$ cat src/rtl/axi_burst_write_master.sv
// AXI4 write-burst master: one command becomes one AW/W/B burst
// with generated data and byte-accurate strobes.
module axi_burst_write_master #(
  parameter int AXI_ADDR_WIDTH = 32,
  parameter int AXI_DATA_WIDTH = 32,
  parameter int AXI_ID_WIDTH   = 8,
  parameter int AXI_STRB_WIDTH = AXI_DATA_WIDTH / 8
) (
  input  logic                      axi_clk,
  input  logic                      axi_reset,
  input  logic                      cmd_valid,
  output logic                      cmd_ready,
  input  logic [AXI_ADDR_WIDTH-1:0] cmd_addr,
  input  logic [7:0]                cmd_len,
  input  logic [2:0]                cmd_size,
  input  logic [1:0]                cmd_burst,
  input  logic [AXI_ID_WIDTH-1:0]   cmd_id,
  input  logic [AXI_DATA_WIDTH-1:0] cmd_seed,
  output logic [AXI_ADDR_WIDTH-1:0] axi_aw_addr,
  output logic [1:0]                axi_aw_burst,
  output logic [2:0]                axi_aw_size,
  output logic [AXI_ID_WIDTH-1:0]   axi_aw_id,
  output logic [7:0]                axi_aw_len,
  output logic                      axi_aw_valid,
  input  logic                      axi_aw_ready,
  output logic [AXI_DATA_WIDTH-1:0] axi_w_data,
  output logic [AXI_STRB_WIDTH-1:0] axi_w_strb,
  output logic                      axi_w_last,
  output logic                      axi_w_valid,
  input  logic                      axi_w_ready,
  input  logic [1:0]                axi_b_resp,
  input  logic [AXI_ID_WIDTH-1:0]   axi_b_id,
  input  logic                      axi_b_valid,
  output logic                      axi_b_ready,
  output logic                      done_valid,
  output logic [1:0]                done_resp,
  output logic                      done_id_err,
  output logic                      done_cmd_err
);
  localparam int AW = AXI_ADDR_WIDTH;
  localparam int SW = $clog2(AXI_STRB_WIDTH);

  typedef enum logic [2:0] {IDLE, AWS, WS, RESP, DONE, ERR} state_t;
  state_t state, state_nxt;

  logic [AW-1:0] addr_q, beat_q, wmask_q;
  logic [7:0] len_q, cnt_q;
  logic [2:0] size_q;
  logic [1:0] burst_q, resp_q;
  logic [AXI_ID_WIDTH-1:0] id_q;
  logic [AXI_DATA_WIDTH-1:0] data_q;
  logic id_err_q;

  logic accept, w_hs, b_hs, last, legal;
  logic [31:0] span, end_off;
  logic [11:0] page_off;
  logic [AW-1:0] cmd_bmask, bmask, beat_nxt, lo_a, hi_a, lane_mask;
  logic [AXI_STRB_WIDTH-1:0] strb_c;

  assign accept = cmd_valid && cmd_ready;
  assign w_hs   = axi_w_valid && axi_w_ready;
  assign b_hs   = axi_b_valid && axi_b_ready;
  assign last   = cnt_q == len_q;

  // An INCR burst may not cross a 4 KB page.
  always_comb begin
    cmd_bmask = (AW'(1) << cmd_size) - AW'(1);
    page_off  = cmd_addr[11:0] & ~cmd_bmask[11:0];
    span      = (32'(cmd_len) + 32'd1) << cmd_size;
    end_off   = 32'(page_off) + span - 32'd1;
    legal     = 1'b1;
    if (32'(cmd_size) > 32'(SW)) legal = 1'b0;
    if (cmd_burst == 2'd3) legal = 1'b0;
    if (cmd_burst == 2'd2 &&
        !(cmd_len inside {8'd1, 8'd3, 8'd7, 8'd15}))
      legal = 1'b0;
    if (cmd_burst == 2'd2 && (cmd_addr & cmd_bmask) != '0)
      legal = 1'b0;
    if (cmd_burst == 2'd1 && end_off[31:12] != '0)
      legal = 1'b0;
  end

  always_ff @(posedge axi_clk) begin
    if (axi_reset) state <= IDLE;
    else           state <= state_nxt;
  end

  always_comb begin
    state_nxt = state;
    case (state)
      IDLE: if (accept) state_nxt = legal ? AWS : ERR;
      AWS:  if (axi_aw_ready) state_nxt = WS;
      WS:   if (axi_w_ready && last) state_nxt = RESP;
      RESP: if (axi_b_valid) state_nxt = DONE;
      DONE: state_nxt = IDLE;
      ERR:  state_nxt = IDLE;
      default: state_nxt = IDLE;
    endcase
  end

  always_comb begin
    cmd_ready    = 1'b0;
    axi_aw_valid = 1'b0;
    axi_w_valid  = 1'b0;
    axi_b_ready  = 1'b0;
    done_valid   = 1'b0;
    done_cmd_err = 1'b0;
    case (state)
      IDLE: cmd_ready = !axi_reset;
      AWS:  axi_aw_valid = 1'b1;
      WS:   axi_w_valid = 1'b1;
      RESP: axi_b_ready = 1'b1;
      DONE: done_valid = 1'b1;
      ERR: begin
        done_valid   = 1'b1;
        done_cmd_err = 1'b1;
      end
      default: ;
    endcase
  end

  // Next beat address and the byte lanes of the current beat.
  always_comb begin
    bmask    = (AW'(1) << size_q) - AW'(1);
    beat_nxt = beat_q;
    case (burst_q)
      2'd1: beat_nxt = (beat_q & ~bmask) + bmask + AW'(1);
      2'd2: beat_nxt = (beat_q & ~wmask_q) |
                       ((beat_q + bmask + AW'(1)) & wmask_q);
      default: beat_nxt = beat_q;
    endcase
    lane_mask = AW'(AXI_STRB_WIDTH - 1);
    lo_a = beat_q & lane_mask;
    hi_a = (beat_q & ~bmask & lane_mask) + bmask;
    for (int j = 0; j < AXI_STRB_WIDTH; j++)
      strb_c[j] = (AW'(j) >= lo_a) && (AW'(j) <= hi_a);
  end

  always_ff @(posedge axi_clk) begin
    if (axi_reset) begin
      addr_q   <= '0;
      beat_q   <= '0;
      wmask_q  <= '0;
      len_q    <= '0;
      cnt_q    <= '0;
      size_q   <= '0;
      burst_q  <= '0;
      id_q     <= '0;
      data_q   <= '0;
      resp_q   <= '0;
      id_err_q <= 1'b0;
    end else begin
      if (accept) begin
        addr_q  <= cmd_addr;
        beat_q  <= cmd_addr;
        wmask_q <= AW'(span) - AW'(1);
        len_q   <= cmd_len;
        cnt_q   <= '0;
        size_q  <= cmd_size;
        burst_q <= cmd_burst;
        id_q    <= cmd_id;
        data_q  <= cmd_seed;
      end
      if (w_hs) begin
        beat_q <= beat_nxt;
        data_q <= data_q + AXI_DATA_WIDTH'(1);
        cnt_q  <= cnt_q + 8'd1;
      end
      if (b_hs) begin
        resp_q   <= axi_b_resp;
        id_err_q <= axi_b_id != id_q;
      end
    end
  end

  assign axi_aw_addr  = addr_q;
  assign axi_aw_burst = burst_q;
  assign axi_aw_size  = size_q;
  assign axi_aw_id    = id_q;
  assign axi_aw_len   = len_q;
  assign axi_w_data   = data_q;
  assign axi_w_strb   = (state == WS) ? strb_c : '0;
  assign axi_w_last   = (state == WS) && last;
  assign done_resp    = (state == DONE) ? resp_q : 2'b00;
  assign done_id_err  = (state == DONE) && id_err_q;
endmodule

$ cat config.mk
export PLATFORM = sky130hd
export DESIGN_NAME = axi_burst_write_master
export DESIGN_NICKNAME = d
export VERILOG_FILES = /design/src/rtl/axi_burst_write_master.sv
export SDC_FILE = /design/constraint.sdc
export NUM_CORES = 1
export LEC_CHECK = 0
export ABC_AREA = 1
export BUFFER_PORTS_ARGS = -buffer_cell sky130_fd_sc_hd__clkbuf_2
export CAP_MARGIN = 20
export CORE_MARGIN = 2
export CORE_UTILIZATION = 40
export CTS_CLUSTER_DIAMETER = 30
export DETAILED_ROUTE_END_ITERATION = 16
export REMOVE_ABC_BUFFERS = 1
export SYNTH_ARGS = -nofsm -noshare
export SYNTH_HDL_FRONTEND = slang
export SYNTH_SLANG_ARGS = --single-unit
$ cat constraint.sdc
create_clock -name axi_clk -period 4.2 [get_ports axi_clk]
set_input_delay 0 -clock axi_clk [delete_from_list [all_inputs] [get_ports axi_clk]]
set_output_delay 0 -clock axi_clk [all_outputs]
set_load 0.05 [all_outputs]
==> flow_metrics.tcl, run 1 <==
set metrics [dict create \
    status "complete, no violations" \
    finish.net_count 1437 \
    die_area_um2 18340 \
    min-delay-start "axi_b_valid" \
    diodes 0 \
    postCtsSetupRepairBufs 0 \
    fin_crit_ps 3631 \
    start_kind "primary input" \
    tightest_slew_ps 799.8 \
    ant_nets 0 \
    hold_viol_final 0 \
    clk_root_buffer_cell "clkbuf_16" \
    wl_per_cell_um 13.75 \
    ys_seq_elements 103 \
    die_w_um 135.4 \
    p_leak_nw 4.457 \
    routabilityCongestion 0.9217 \
    routed_via_density 4.862 \
    routed_wl_mm 20.98 \
    grt_setup_unrepaired "no" \
    n_fill_cell 1759 \
    synth_area_per_cell_um2 6.651 \
    drv_slew 0 \
    fp.coreArea_um2 17120 \
    grt_max_degree 79 \
    tns_ps 0 \
    critPathBufInv 5 \
    reg2reg_depth 10 \
    critical-path-slowest-cell "dlygate4sd3_1" \
    crit_top_cell "nand2_1" \
    dr_total_vias 7420 \
    drt_iter0_markers 384 \
    worstPathMaxFanout 5 \
    setup_violations 0 \
    dp_hpwl_mm 15.85 \
    antenna_found_initial 0 \
    dr.pass1.iters 4 \
    holdPathEnd "state[2]$_SDFFE_PP0P_" \
    stdcell_area_um2 9149 \
    fmax_mhz 275.4 \
    yosysSeqAreaShare_pct 29.84 \
    hp-class "primary input to flop" \
    clock_sinks 103 \
    drv_cap 0 \
    grt_pass1_wl_mm 33.72 \
    ir_drop_mv 0.2212 \
    holdWs_ps 4.953 \
    port-buffer-count 199 \
    io_pins 200 \
    cts_max_level 3 \
    crit_type "primary input to flop" \
    post-route-period-util_pct 86.45 \
    cts.reportedPaths.clkPinSlew_ps 70 \
    synthCells 1039 \
    arrival_ps 3880 \
    max_stage_delay_ps 520 \
    post_dp_cell_area_um2 8044 \
    syn_area_um2 6910 \
    cp.required_ps 4450 \
    drive_gt1_share_pct 21.60 \
    finalClockSkew_ps 7.602 \
    die-height_um 135.4 \
    relSlewSlack_pct 46.62 \
    grt_usage_pct 22.82 \
    num_rows 48 \
    power_density_nw_per_um2 469.2 \
    rrSetupSlack_ps 1830 \
    grt_pass1_vias 7001 \
    worstSetupEndpointType "flop" \
    hold_depth 5 \
    worst_r2r_startpoint "state[2]$_SDFFE_PP0P_" \
    clock_latency_ps 360 \
    yosys_warnings 0 \
    syn_to_final_growth_pct 32.39 \
    cts_tree "built" \
    drc 0 \
    critical_path.top_delay_family "simple AND/OR/NAND/NOR gates" \
    r2r-end "axi_w_data[26]$_SDFFE_PP0P_" \
    cts_buffer_depth 2 \
    grt_overflow_total 0 \
    cts_buffers 9 \
    start_util_pct 40.37 \
    ys_types 49 \
]
how the worst max path moves through the flow:
| stage | depth (start not counted) | slack (ps) | from | to |
|---|---|---|---|---|
| detailed placement | 30 | 710 | cmd_len[0] | state[2]$_SDFFE_PP0P_ |
| CTS | 31 | 510 | cmd_len[0] | state[2]$_SDFFE_PP0P_ |
| floorplan | 12 | 520 | state[2]$_SDFFE_PP0P_ | axi_w_data[5]$_SDFFE_PP0P_ |
| finish | 29 | 570 | cmd_len[0] | state[2]$_SDFFE_PP0P_ |
| global route | 30 | 70 | cmd_len[0] | state[2]$_SDFFE_PP0P_ |
| global placement | 30 | 760 | cmd_len[0] | state[2]$_SDFFE_PP0P_ |
through the flow:
step / total power, W / setup slack [ps] / cells / util [%]
global route: 0.004598 / 73.64 / 1526 / 53.45
floorplan: 0.002872 / 516.2 / 999 / -
CTS: 0.004324 / 510.0 / 1526 / 53.44
detailed placement: 0.003420 / 705.6 / 1429 / 47.00
global placement: 0.003416 / 758.0 / 1429 / 47.00
finish: 0.004293 / 569.1 / 1526 / 53.45
state kept, by name (all words and copies together), names as in the netlist, named ones only:
register	flops
axi_aw_id	8
wmask_q	2
axi_aw_len	8
axi_aw_burst	2
state	3
resp_q	2
id_err_q	1
axi_aw_addr	32
axi_w_data	32
axi_aw_size	3
cnt_q	8
what timing repair did:
action / 4_1_cts / 5_1_grt
endpoints found under the setup margin: 0 / 1
hold buffers: 81 / 0
endpoints found under the hold margin: 81 / 0
resized for setup: 0 / 1
routing by layer:
layer,routed length (um),GRT usage [%]
met4,488,7.697
met1,9548,28.73
met3,888,4.078
met2,10050,39.40
met5,0,0
synthesized netlist by cell type (all sizes together):
| master | instances | share of area (%) |
|---|---|---|
| dfxtp | 103 | 30 |
| a31oi | 16 | 1.4 |
| inv | 149 | 8.1 |
| xnor2 | 4 | 0.51 |
| o32ai | 3 | 0.38 |
| nand4 | 8 | 0.72 |
| clkbuf | 17 | 0.92 |
| o211ai | 8 | 0.87 |
| nor2 | 71 | 4.8 |
| and3 | 1 | 0.091 |
| a21oi | 45 | 3.5 |
| nor4 | 12 | 1.5 |
| mux2i | 1 | 0.14 |
| nor3 | 21 | 1.9 |
| o22ai | 5 | 0.45 |
| o41ai | 2 | 0.25 |
| ha | 40 | 7.2 |
| buf | 23 | 1.8 |
| a221oi | 4 | 0.51 |
| a21o | 1 | 0.11 |
| o21bai | 1 | 0.11 |
| o21ai | 85 | 6.3 |
| nand3b | 1 | 0.11 |
| mux2 | 1 | 0.16 |
| nand3 | 89 | 6.5 |
| a32o | 1 | 0.14 |
| xor2 | 32 | 4.1 |
| o31ai | 4 | 0.43 |
| nand2 | 277 | 15 |
| clkinv | 2 | 0.14 |
| or2 | 5 | 0.45 |
| a211oi | 6 | 0.94 |
| a21boi | 1 | 0.11 |
cell usage in the layout (no fill, tap or decap), types with 5 or more instances in the layout:
cell	n
a21oi_1	43
a31oi_1	16
buf_4	6
clkbuf_16	9
clkbuf_2	199
dfxtp_1	103
dlygate4sd3_1	81
ha_1	40
inv_1	134
inv_2	15
nand2_1	268
nand2_2	8
nand3_1	88
nand4_1	8
nor2_1	57
nor2_2	7
nor2_4	7
nor3_1	16
nor3_2	5
nor4_1	10
o211ai_1	8
o21ai_0	77
o21ai_1	6
o22ai_1	5
xor2_1	32
cells by family (layout without fill, tap and decap cells):
group / after synthesis / after routing / synth area share [%]
AOI/OAI and AO/OA: 182 / 182 / 15.50
xor gates and xnor gates: 36 / 36 / 4.563
and+or+nand+nor: 485 / 485 / 31.54
buffers and inverters: 191 / 453 / 11.01
muxes: 2 / 2 / 0.3078
DFF: 103 / 103 / 29.84
adders and majority gates: 40 / 40 / 7.242
worst register-to-register path, delay by kind of cell (launching register included):
| family | cells | cell delay, ps |
|---|---|---|
| buf+inv | 4 | 1030 |
| simple gates | 5 | 710 |
| flops | 1 | 360 |
| compound gates | 1 | 200 |
layout make-up:
type,count,area [um2],share of cell area [%]
timing repair buffer,286,1852,20.24
multi-input combinational,745,4093,44.73
clock buffer,10,239.0,2.612
clock inverter,6,52.55,0.5744
tap,225,281.5,3.077
inverter,151,569.3,6.223
sequential,103,2062,22.54
power by group:
| part | switching (W) | internal (W) |
|---|---|---|
| Combinational | 0.00151 | 0.000595 |
| Sequential | 0.000173 | 0.00117 |
| Clock | 0.000411 | 0.000430 |
Note: power is estimated with default switching activity, not from simulation.
==> run 2, diff against run 1 <==
Settings changed: CORE_UTILIZATION 40 to 53, PLACE_DENSITY from default to 0.81.
==> run 2 against run 1 <==
  * Clock power rose by 5.0%
  * Largest power group unchanged
  * First-iteration DRC count is 95% higher
  * Global-route usage grew 7.2 points
  * Highest routed layer unchanged
  * Critical path depth shrank 1
  * Hold slack improved by 1.2 ps
  * Non-clock buffer count down 2
  * Critical endpoint unchanged
  * Cell count decreased by 3.6%
  * Sequential share of layout area up 0.19 points
  * Power up 1.3%
  * Worst setup slack worse by 150 ps
  * Wire length is 0.79% higher
  * Design area fell by 0.83%
==> flow_metrics.tcl, run 2 (same netlist as run 1, synthesis figures left out) <==
set metrics [dict create \
    p_sw_w 0.002114 \
    grt_pass1_vias 7164 \
    syn_to_final_growth_pct 31.29 \
    postCtsSetupRepairBufs 0 \
    hold_buffers 79 \
    cts.reportedPaths.clkPinSlew_ps 70 \
    tightest_slew_ps 738.3 \
    power.share.clock_pct 20.3 \
    cts_max_level 3 \
    ir_drop_mv 0.2228 \
    die-height_um 118.2 \
    dp_hpwl_mm 15.03 \
    num_rows 41 \
    grt_overflow_total 0 \
    final_util_pct 71.60 \
    finalClockSkew_ps 9.518 \
    drive_gt1_share_pct 21.56 \
    cp.required_ps 4450 \
    post-route-period-util_pct 89.98 \
    p_comb_share_pct 48.6 \
    io_pins 200 \
    routed_wl_mm 21.15 \
    grt_usage_pct 30.04 \
    cts_buffer_depth 2 \
    clk_root_buffer_cell "clkbuf_16" \
    start_util_pct 54.54 \
    p_seq_share_pct 31.1 \
    clock_sinks 103 \
    p_leak_nw 4.457 \
    cts_tree "built" \
    p_int_w 0.002235 \
    fin_crit_ps 3779 \
    routabilityCongestion 0.9328 \
    final_cell_mix "nand2_1 (268), clkbuf_2 (199), inv_1 (134), dfxtp_1 (103), nand3_1 (88)" \
    setup_violations 0 \
    crit_type "primary input to flop" \
    power_density_nw_per_um2 479.3 \
    grt_pass1_wl_mm 34.57 \
    drt_iter0_markers 750 \
    clock_latency_ps 360 \
    start_kind "primary input" \
    diodes 0 \
    cts_buffers 9 \
    ant_nets 0 \
    worstSetupEndpointType "flop" \
    drc 0 \
    dr_total_vias 7708 \
    finish.net_count 1435 \
    tns_ps 0 \
    grt_max_degree 80 \
    relSlewSlack_pct 50.72 \
    worstPathMaxFanout 5 \
    post_cts_resized 0 \
    dr.pass1.iters 5 \
    final_common_cell "nand2_1" \
    die_w_um 118.2 \
    swShare_pct 48.61 \
    hold_viol_final 0 \
    antenna_found_initial 0 \
    p_total_w 0.004349 \
    grt_setup_unrepaired "no" \
    fmax_mhz 264.6 \
    die_area_um2 13970 \
    wl_per_cell_um 14.38 \
    routed_via_density 5.240 \
    drv_slew 0 \
    arrival_ps 4020 \
    status "complete, no violations" \
    hp-class "primary input to flop" \
    fp.coreArea_um2 12670 \
    port-buffer-count 199 \
    drv_cap 0 \
]
## run 2: layout make-up
cell class	count	area, um2
multi-input combinational	745	4090
fill	1050	3598
sequential	103	2062
timing repair buffer	284	1832
inverter	151	569.3
clock buffer	9	225.2
tap	172	215.2
clock inverter	7	78.83
## run 2: final timing paths
kind,slack [ps],end,startpoint,depth (start not counted)
setup / recovery,420,state[2]$_SDFFE_PP0P_,cmd_len[0],28
hold / removal,6,axi_aw_burst[1]$_SDFFE_PP0P_,cmd_valid,3
setup reg to reg,1960,state[0]$_SDFFE_PP0P_,state[2]$_SDFFE_PP0P_,12
hold reg to reg,470,axi_aw_addr[24]$_SDFFE_PP0P_,axi_aw_addr[24]$_SDFFE_PP0P_,2
## run 2: worst max-delay path, stage by stage
cell and delay [ps]:
dlygate4sd3_1 530, clkbuf_2 170, ha_1 250, nand2_1 80
nor2_1 300, nand3_1 140, xor2_1 160, inv_1 70
nand2_1 40, o21ai_1 120, nand2_1 70, o21ai_0 140
o21ai_1 100, ha_1 280, inv_1 40, ha_1 310
a21oi_1 180, o21ai_0 140, a21oi_1 200, nand3b_1 110
nand2_1 70, nand3_1 60, nor2_1 150, nand2_1 80
nand2_1 60, nand2_1 50, nand2_1 60, a21oi_1 50
## run 2: power groups by stage
stage	clock (W)	combinational, W	sequential (W)
floorplan	0	0.000951	0.00192
global placement	0	0.00202	0.00136
global route	0.000927	0.00230	0.00138
detailed placement	0	0.00203	0.00137
CTS	0.000881	0.00210	0.00135
finish	0.000882	0.00212	0.00135
## run 2: stage by stage
step	area [um2]	worst slack [ps]	hold WS (ps)	instances
2_1_floorplan	6719	516.2	62.44	999
3_3_place_gp	7978	815.9	195.2	1376
3_5_place_dp	7978	703.9	198.9	1376
4_1_cts	9072	504.5	4.113	1471
5_1_grt	9072	41.50	16.26	1471
6_report	9072	420.7	6.189	1471
## run 2: per-layer routing
metal | track usage (%) | up-vias | part of all wire, %
met3 | 4.633 | 60 | 6.0
met4 | 11.75 | 0 | 3.2
li1 | - | 3906 | -
met5 | 0 | - | 0
met2 | 51.88 | 273 | 49
met1 | 37.42 | 3469 | 42
